<file path="src/rtl/proj_minhash_sketch_pkg.sv">
`default_nettype none
// +----------------------------------------------------------------------------+
// | proj_pkg : shared widths, empty-signature constant and sketch FSM states.  |
// | Revision : 1.0                                                             |
// +----------------------------------------------------------------------------+
package proj_pkg;

    localparam int HASHER_SORTER_SIGNATURE = 32;
    localparam int NUM_HASHES              = 8;
    localparam int SKETCH_IDX_BITS         = $clog2(NUM_HASHES);

    localparam logic [HASHER_SORTER_SIGNATURE-1:0] SIG_EMPTY = '1;

    typedef enum logic [1:0] {
        IDLE  = 2'd0,
        ACCUM = 2'd1,
        DRAIN = 2'd2
    } sketch_state_t;

endpackage
`default_nettype wire

</file>
<file path="src/rtl/proj_minhash_sketch_min.sv">
`default_nettype none
// +----------------------------------------------------------------------------+
// | proj_min_cell : one running-minimum register for a single hash function.   |
// | Revision      : 1.0                                                        |
// +----------------------------------------------------------------------------+
module proj_min_cell #(
    parameter int DATA_BITS = 32
) (
    input  logic                 clk,
    input  logic                 rst_n,
    input  logic                 clear,
    input  logic                 upd_en,
    input  logic [DATA_BITS-1:0] in_sig,
    output logic [DATA_BITS-1:0] cur_min
);

    logic [DATA_BITS-1:0] r_min;

    // Strict less-than: an equal signature leaves the stored minimum untouched.
    always_ff @(posedge clk) begin
        if (!rst_n) begin
            r_min <= '1;
        end else if (clear) begin
            r_min <= '1;
        end else if (upd_en && (in_sig < r_min)) begin
            r_min <= in_sig;
        end
    end

    assign cur_min = r_min;

endmodule
`default_nettype wire

</file>
<file path="src/rtl/proj_minhash_sketch.sv">
`default_nettype none
// +----------------------------------------------------------------------------+
// | proj_minhash_sketch : per-seed running minima, drained over valid/ready.   |
// | Optional PROJ_SKETCH_STATS_EN adds a saturating sig_count output.          |
// | Revision            : 1.0                                                  |
// +----------------------------------------------------------------------------+
module proj_minhash_sketch #(
    parameter int HASHER_DATA_BITS = proj_pkg::HASHER_SORTER_SIGNATURE,
    parameter int NUM_HASHES       = proj_pkg::NUM_HASHES,
    parameter int IDX_BITS         = $clog2(NUM_HASHES)
) (
    input  logic                        clk,
    input  logic                        rst_n,
    input  logic                        start_over,
    input  logic                        kmer_full,
    input  logic                        sig_valid,
    input  logic [IDX_BITS-1:0]         sig_idx,
    input  logic [HASHER_DATA_BITS-1:0] signature,
    input  logic                        seq_end,
    output logic                        busy,
    output logic                        out_valid,
    input  logic                        out_ready,
    output logic [IDX_BITS-1:0]         out_idx,
    output logic [HASHER_DATA_BITS-1:0] out_min,
    output logic                        done
`ifdef PROJ_SKETCH_STATS_EN
    ,
    output logic [31:0]                 sig_count
`endif
);

    import proj_pkg::*;

    localparam logic [IDX_BITS:0]   NUM_ENTRIES = (IDX_BITS+1)'(NUM_HASHES);
    localparam logic [IDX_BITS-1:0] LAST_IDX    = IDX_BITS'(NUM_HASHES - 1);

    sketch_state_t              r_state;
    logic [IDX_BITS-1:0]        r_cnt;
    logic                       r_out_valid;
    logic [HASHER_DATA_BITS-1:0] r_out_min;
    logic                       r_done;

    logic                       w_accept;
    logic                       w_last_xfer;
    logic                       w_clear;
    logic [IDX_BITS-1:0]        w_rd_idx;
    logic [HASHER_DATA_BITS-1:0] w_rd_min;
    logic [HASHER_DATA_BITS-1:0] w_min [NUM_HASHES];
    logic [NUM_HASHES-1:0]      w_upd;

    // start_over outranks a same-cycle signature, so that signature is dropped.
    assign w_accept = (r_state == ACCUM) && !start_over && sig_valid && kmer_full
                      && ({1'b0, sig_idx} < NUM_ENTRIES);

    assign w_last_xfer = (r_state == DRAIN) && r_out_valid && out_ready
                         && (r_cnt == LAST_IDX);

    assign w_clear = start_over || w_last_xfer;

    generate
        for (genvar gi = 0; gi < NUM_HASHES; gi++) begin : g_cells
            assign w_upd[gi] = w_accept && (sig_idx == IDX_BITS'(gi));

            proj_min_cell #(
                .DATA_BITS (HASHER_DATA_BITS)
            ) u_cell (
                .clk     (clk),
                .rst_n   (rst_n),
                .clear   (w_clear),
                .upd_en  (w_upd[gi]),
                .in_sig  (signature),
                .cur_min (w_min[gi])
            );
        end
    endgenerate

    // The output register is loaded one entry ahead of the counter on each accept.
    always_comb begin
        w_rd_idx = r_out_valid ? (r_cnt + IDX_BITS'(1)) : r_cnt;
        w_rd_min = '0;
        for (int i = 0; i < NUM_HASHES; i++) begin
            if (w_rd_idx == IDX_BITS'(i)) begin
                w_rd_min = w_min[i];
            end
        end
    end

    always_ff @(posedge clk) begin
        if (!rst_n) begin
            r_state     <= IDLE;
            r_cnt       <= '0;
            r_out_valid <= 1'b0;
            r_out_min   <= '0;
            r_done      <= 1'b0;
        end else begin
            r_done <= 1'b0;
            if (start_over) begin
                r_state     <= ACCUM;
                r_cnt       <= '0;
                r_out_valid <= 1'b0;
                r_out_min   <= '0;
            end else begin
                case (r_state)
                    IDLE: begin
                        r_state <= IDLE;
                    end
                    ACCUM: begin
                        if (seq_end) begin
                            r_state <= DRAIN;
                        end
                    end
                    DRAIN: begin
                        // First DRAIN cycle reads minima that include the seq_end-cycle signature.
                        if (!r_out_valid) begin
                            r_out_valid <= 1'b1;
                            r_out_min   <= w_rd_min;
                        end else if (out_ready) begin
                            if (r_cnt == LAST_IDX) begin
                                r_done      <= 1'b1;
                                r_out_valid <= 1'b0;
                                r_cnt       <= '0;
                                r_out_min   <= '0;
                                r_state     <= IDLE;
                            end else begin
                                r_cnt     <= w_rd_idx;
                                r_out_min <= w_rd_min;
                            end
                        end
                    end
                    default: begin
                        r_state <= IDLE;
                    end
                endcase
            end
        end
    end

`ifdef PROJ_SKETCH_STATS_EN
    logic [31:0] r_sig_count;

    always_ff @(posedge clk) begin
        if (!rst_n) begin
            r_sig_count <= '0;
        end else if (w_clear) begin
            r_sig_count <= '0;
        end else if (w_accept && (r_sig_count != '1)) begin
            r_sig_count <= r_sig_count + 32'd1;
        end
    end

    assign sig_count = r_sig_count;
`endif

    assign busy      = (r_state != IDLE);
    assign out_valid = r_out_valid;
    assign out_idx   = r_cnt;
    assign out_min   = r_out_min;
    assign done      = r_done;

endmodule
`default_nettype wire
</file>
<file path="config.mk">
export PLATFORM = sky130hd
export DESIGN_NAME = proj_minhash_sketch
export DESIGN_NICKNAME = d
export VERILOG_FILES = /design/src/rtl/proj_minhash_sketch_pkg.sv /design/src/rtl/proj_minhash_sketch_min.sv /design/src/rtl/proj_minhash_sketch.sv
export SDC_FILE = /design/constraint.sdc
export NUM_CORES = 1
export LEC_CHECK = 0
export CORE_MARGIN = 3
export CORE_UTILIZATION = 62
export CTS_BUF_LIST = sky130_fd_sc_hd__clkbuf_16
export DETAILED_ROUTE_END_ITERATION = 8
export PLACE_DENSITY = 0.81
export SYNTH_ARGS = -nofsm -noshare
export SYNTH_HDL_FRONTEND = slang
export SYNTH_SLANG_ARGS = --single-unit
</file>
<file path="constraint.sdc">
create_clock -name clk -period 2.7 [get_ports clk]
set_input_delay 0.54 -clock clk [delete_from_list [all_inputs] [get_ports clk]]
set_output_delay 0.54 -clock clk [all_outputs]
set_load 0.02 [all_outputs]
</file>
# Yosys cells after proc, flatten, opt, wreduce, memory -nomap -nowiden
# Cells that the tools add are included.
# totals
mem_bits_rw	0
memories	0
inputBits	42
wordCells	110
rom_bits	0
register_bits	295
out_inout_bits	38
latch_bits	0
# op_classes
add_sub_neg	1
mux	23
div_mod_pow	0
reduce_logical	34
n_eq_ne	26
n_lt_le_gt_ge	8
mul	0
n_shift	0
n_bitwise	4
# ops
operator	n
$mux 32	11
$lt 32x32->1	8
$eq 3x3->1 const B	9
$logic_and 1x1->1	22
$eq 3x2->1 const B	4
$ne 3x3->1 const B	3
$mux 2	4
$ne 2x2->1 const B	4
$reduce_and 4->1	2
$eq 3x1->1 const B	2
$logic_not 3->1	2
$mux 3	2
$mux 1	5
$reduce_or 5->1	1
$not 1->1	4
$pmux 2 s2	1
$reduce_or 2->1	2
$add 3x1->3 const B	1
$ne 3x2->1 const B	1
$reduce_and 3->1	1
$eq 2x1->1 const B	1
$eq 2x2->1 const B	1
$ne 2x1->1 const B	1
$reduce_and 2->1	1
3 further kinds	3

# Logic depth before layout (Yosys ltp)
# depth
depth_word	14
mapped_depth	10
mapped_depth_nobuf	8

# Hierarchy
# Synthesis repeated with hierarchy kept, for this count alone.
# hier_totals
cells_unflattened	2249
area_unflattened_um2	19727.7
# modules_own_cells
mod	seq_area_each_um2	instances	cells_per_inst	area_per_inst_um2
proj_min_cell	640.6	8	222	1968.1
proj_minhash_sketch	780.7	1	473	3982.6

# Worst setup path after synthesis
# OpenSTA, ideal clock, no wires.
# synth_timing
path_type	reg2reg
start	register r_cnt[1] (netlist: out_idx[1])
end	register r_out_min[30] (netlist: out_min[30])
n_path_buf	2
stages_incl_launch_ff	11
setup_time_ns	0.128
synth_period_minus_slack_ns	2.507
required_time_ns	2.572
arrival_ns	2.380
setup_slack_ns	0.193
cell_sequence	dfxtp_1 ha_1 ha_1 and3_1 a31oi_1 or2_2 clkbuf_1 clkbuf_1 a21oi_1 a221oi_1 nor2_1
# synth_via
elab_chain_cells	14
word_cells_on_any_way	22
classes_between	add/sub (1); eq/ne (8); mux (12); reduce/logical (1)
# synth_rtl
element	line_no	text
start: declaration	proj_minhash_sketch.sv:38	logic [IDX_BITS-1:0] r_cnt;
start signal: assignment	proj_minhash_sketch.sv:125	r_cnt <= w_rd_idx;
$add 3x1->3	proj_minhash_sketch.sv:79	w_rd_idx = r_out_valid ? (r_cnt + IDX_BITS'(1)) : r_cnt;
$mux 3	proj_minhash_sketch.sv:79	
$logic_not 3->1	proj_minhash_sketch.sv:82	if (w_rd_idx == IDX_BITS'(i)) begin
$mux 32 (8 in series)	proj_minhash_sketch.sv:82	
$mux 32	proj_minhash_sketch.sv:118	if (r_cnt == LAST_IDX) begin
$mux 32	proj_minhash_sketch.sv:117	end else if (out_ready) begin
$mux 32 *	proj_minhash_sketch.sv:114	if (!r_out_valid) begin
end signal: assignment	proj_minhash_sketch.sv:116	r_out_min <= w_rd_min;
end signal: assignment	proj_minhash_sketch.sv:126	r_out_min <= w_rd_min;
end: declaration	proj_minhash_sketch.sv:40	logic [HASHER_DATA_BITS-1:0] r_out_min;
# Mark *: on every way between the ends. The rest lies on a longest branch, timed or not. The select of a mux whose other input is x is not followed.
# A chain may end at the register's enable or synchronous reset.

# Worst setup path in the final report
# layout_timing
start	register g_cells[0].u_cell.r_min[30]
end	register g_cells[0].u_cell.r_min[30]
# layout_via
elab_chain_cells	2
# layout_rtl
element	line_no	text
start: declaration	proj_minhash_sketch_min.sv:17	logic [DATA_BITS-1:0] r_min;
start signal: assignment	proj_minhash_sketch_min.sv:26	r_min <= in_sig;
$lt 32x32->1	proj_minhash_sketch_min.sv:25	end else if (upd_en && (in_sig < r_min)) begin
$logic_and 1x1->1	proj_minhash_sketch_min.sv:25	
# No other way between the ends.

==> metrics <==
CTS sink count between 200 and 300; Fin. Hold Viols 0; Slew @ Worst Pin between 0.9 and 1 ns; final wirelength 68600 um; dpl hpwl 46200 um; Synth Area in Compound Gates 0.129; clock network fraction of total power 0.472; CTS clk-pin slew, worst paths 0.06 ns; Die X roughly 180 um; drt drc 0; mapped cell area 19000 um^2; Area Growth Syn to Fin 25.2%; proportion of layout cells with a drive suffix above 1 0.146; CTS Buf Count 35; Switching Share 0.248; antenna fix cells 0; post-synthesis mux area share 0.151; CP max stage cell o311ai_4; Buf/Inv on CP 4; Final ANT Viol Nets 0; vias in the first global route approximately 19000; Crit Path Category flop to flop; Period Utilization, post-route 0.997; routability congestion estimate ~1; Pre-antenna DRT Iters 6; average cell area after synthesis 8.42 um^2; Die Area between 30000 and 40000 um^2; 1st-iter DRT viols 2517; syn nets between 2000 and 3000; Psw roughly 2500 uW; startpoint types flop; crit-path leading delay family buffers and inverters; sequential area share after synthesis 0.310; Total GRT Usage 0.401; # Max-Cap Violations 0; RSZ-0062 raised after global routing yes; CP Data Arrival Time roughly 3.1 ns; endpoints failing setup 0; adder-cell share of the synthesized area 0.165; most used cell, CP buf_4; PnR worst setup slack between 0.007 and 0.008 ns; initial antenna violation count 0; Die H ~180 um; Seq pwr share 0.439; final hold slack 0.487 ns; main combinational cell family by area after synthesis adder cells; number of distinct library cells after synthesis 60; xor and xnor area share after synthesis 0.00191; global-route wire length before repair about 100000 um; Vias between 15000 and 20000; Synth warnings 0; Cell Pwr Density around 420 nW/um^2; Required @ worst endpoint between 3 and 4 ns; largest fanout on the critical path 7; grt total ovfl 0; Synth Instances between 2000 and 2500; endpoint class of the critical path flop; Clock Latency Late Sink 0.52 ns; num rows 63; outcome completed; Internal roughly 7500 uW; Initial Util 0.636; clock buffer depth 3; worst-path cell chain inv_1, ha_4, nand4_1, nor4_2, buf_4, o211ai_1, o311ai_4, buf_4, buf_12, mux2i_1; core area between 20000 and 30000 um^2; fin nets around 2800; Fmax between 300 and 400 MHz; crit-path max cell delay 0.43 ns; TritonCTS clock tree built; io pins 80; FILL cells approximately 2000; Root Buffer clkbuf_16; routed vias/inst roughly 6.4; setup TNS 0 ns; Lkg Pwr between 0.01 and 0.015 uW; worst slack, placed -1.05 ns; Max-slew headroom 0.337; largest net degree at the start of global routing 65; Routed WL per cell 23.3 um; number of flops mapped to enable cells by yosys 0; clk_skew ~0.017 ns; IO Port Bufs ~80; synthesized flop and latch total 295; VDD IR-drop max slightly below 0.6 mV; fin crit period 2.69 ns; Post-synth ARST share 0; Hold Path Class input pin to flop; post-synthesis simple-gate area fraction 0.165; H-tree Lvls 2; Combinational Power Share 0.089; fin. max-slew vios 0; top_reg_cell synth dfxtp_1
[state kept, by name (all words and copies together) (netlist names)]
name                    count
done                        1
g_cells.u_cell.cur_min    256
out_idx                     3
r_state                     2
out_min                    32
out_valid                   1
[logic make-up (layout without fill, tap and decap cells)]
family,after synthesis,count (layout)
buffers and inverters,360,651
AO/OA/AOI/OAI,357,357
AND/OR/NAND/NOR,710,710
XOR/XNOR,2,2
adder cells (fa/ha/maj),251,251
multiplexers,288,288
flip-flops,295,295
[per-layer routing]
| metal | vias to the layer above | GRT usage | share of wire |
|---|---|---|---|
| met5 | - | 0 | 0 |
| met4 | 0 | 0.199 | 0.056 |
| met3 | 295 | 0.0892 | 0.11 |
| met2 | 1194 | 0.621 | 0.44 |
| met1 | 8863 | 0.530 | 0.39 |
| li1 | 8465 | - | - |
[per-stage QoR]
step,cells,util,power (uW),cell area [um^2]
floorplan,2263,-,4820,19000
global placement,2853,0.735,5270,22000
detailed placement,2853,0.735,5290,22000
CTS,2937,0.791,9900,23700
global route,2944,0.796,10200,23800
finish,2944,0.796,9950,23800
[synth_stat cells (2+ instances only)]
| master | number | area share |
|---|---|---|
| nor3_1 | 41 | 0.011 |
| inv_1 | 253 | 0.050 |
| a221oi_1 | 33 | 0.015 |
| o31ai_1 | 2 | 0.00079 |
| nor3b_1 | 2 | 0.00079 |
| o311ai_2 | 2 | 0.0017 |
| a2111oi_0 | 3 | 0.0014 |
| nand2_1 | 133 | 0.026 |
| a31oi_1 | 8 | 0.0026 |
| a21oi_2 | 2 | 0.00092 |
| ha_1 | 251 | 0.16 |
| o2111ai_2 | 4 | 0.0032 |
| a221o_1 | 5 | 0.0026 |
| clkbuf_1 | 72 | 0.014 |
| buf_2 | 19 | 0.0050 |
| dfxtp_1 | 295 | 0.31 |
| o21a_1 | 12 | 0.0047 |
| o21ai_0 | 37 | 0.0097 |
| nand2b_1 | 15 | 0.0049 |
| o221a_2 | 2 | 0.0012 |
| a211oi_2 | 3 | 0.0020 |
| and3_1 | 3 | 0.00099 |
| a211oi_1 | 15 | 0.0059 |
| a21oi_1 | 136 | 0.036 |
| o2111ai_1 | 5 | 0.0023 |
| nand3_1 | 50 | 0.013 |
| o211ai_1 | 4 | 0.0016 |
| buf_4 | 4 | 0.0016 |
| or4_1 | 9 | 0.0035 |
| nor4_1 | 8 | 0.0026 |
| mux2i_1 | 287 | 0.15 |
| a222oi_1 | 32 | 0.017 |
| and4_1 | 14 | 0.0064 |
| buf_6 | 12 | 0.0071 |
| nor2_1 | 378 | 0.075 |
| a21o_1 | 40 | 0.016 |
| or2_2 | 2 | 0.00066 |
| nor2b_1 | 10 | 0.0033 |
| nand4_1 | 36 | 0.012 |
| or3_1 | 2 | 0.00066 |
| o21ai_1 | 3 | 0.00079 |
[layout by cell type (no fill, tap or decap), types with 8 or more instances in the layout]
master	synthesis	layout
a211oi_1	15	14
a21o_1	40	40
a21oi_1	136	134
a221oi_1	33	32
a222oi_1	32	32
and4_1	14	14
buf_12	0	29
buf_4	4	200
buf_6	12	20
clkbuf_16	0	39
clkdlybuf4s50_1	0	56
dfxtp_1	295	292
dlygate4sd2_1	0	18
ha_1	251	243
ha_4	0	8
inv_1	253	266
mux2i_1	287	285
nand2_1	133	133
nand2b_1	15	13
nand3_1	50	50
nand4_1	36	36
nor2_1	378	377
nor2b_1	10	10
nor3_1	41	41
o21a_1	12	12
o21ai_0	37	30
or4_1	9	8
[power by group through the flow]
stage	registers, uW	clock network (uW)	logic [uW]
after floorplan	4470	0	351
after global placement	4470	0	802
after detailed placement	4470	0	821
after CTS	4370	4680	846
after global routing	4370	4860	945
final	4370	4700	886
[path summary, 6_finish.rpt]
check | start | endpoint | slack [ns] | cells after the start
min reg2reg | out_min[18] | out_min[18] | 0.51 | 2
max reg2reg | g_cells[0].u_cell.cur_min[30] | g_cells[0].u_cell.cur_min[30] | 0.008 | 10
max | g_cells[0].u_cell.cur_min[30] | g_cells[0].u_cell.cur_min[30] | 0.008 | 10
min | signature[26] | g_cells[5].u_cell.cur_min[26] | 0.49 | 3
[repair_timing]
| action | 4_1_cts | 5_1_grt |
|---|---|---|
| buffers inserted | 15 | 8 |
| pin swaps | 23 | 19 |
| cloned | 7 | 2 |
| setup endpoints to repair | 246 | 256 |
| gates resized for setup | 72 | 35 |
| hold buffers | 0 | 0 |
[tightest hold or removal path: stages]
cell	delay [ns]
clkbuf_2	0.18
nor2_1	0.12
mux2i_1	0.12
[cell type report]
type | count | area [um^2] | area share
clock buffer | 37 | 926 | 0.0388
clock inverter | 26 | 191 | 0.00803
inverter | 253 | 950 | 0.0398
multi-input combinational | 1608 | 12100 | 0.509
sequential | 295 | 5910 | 0.248
tap | 390 | 488 | 0.0205
timing repair buffer | 335 | 3250 | 0.136
No activity file was read; power rests on OpenSTA's default activity.
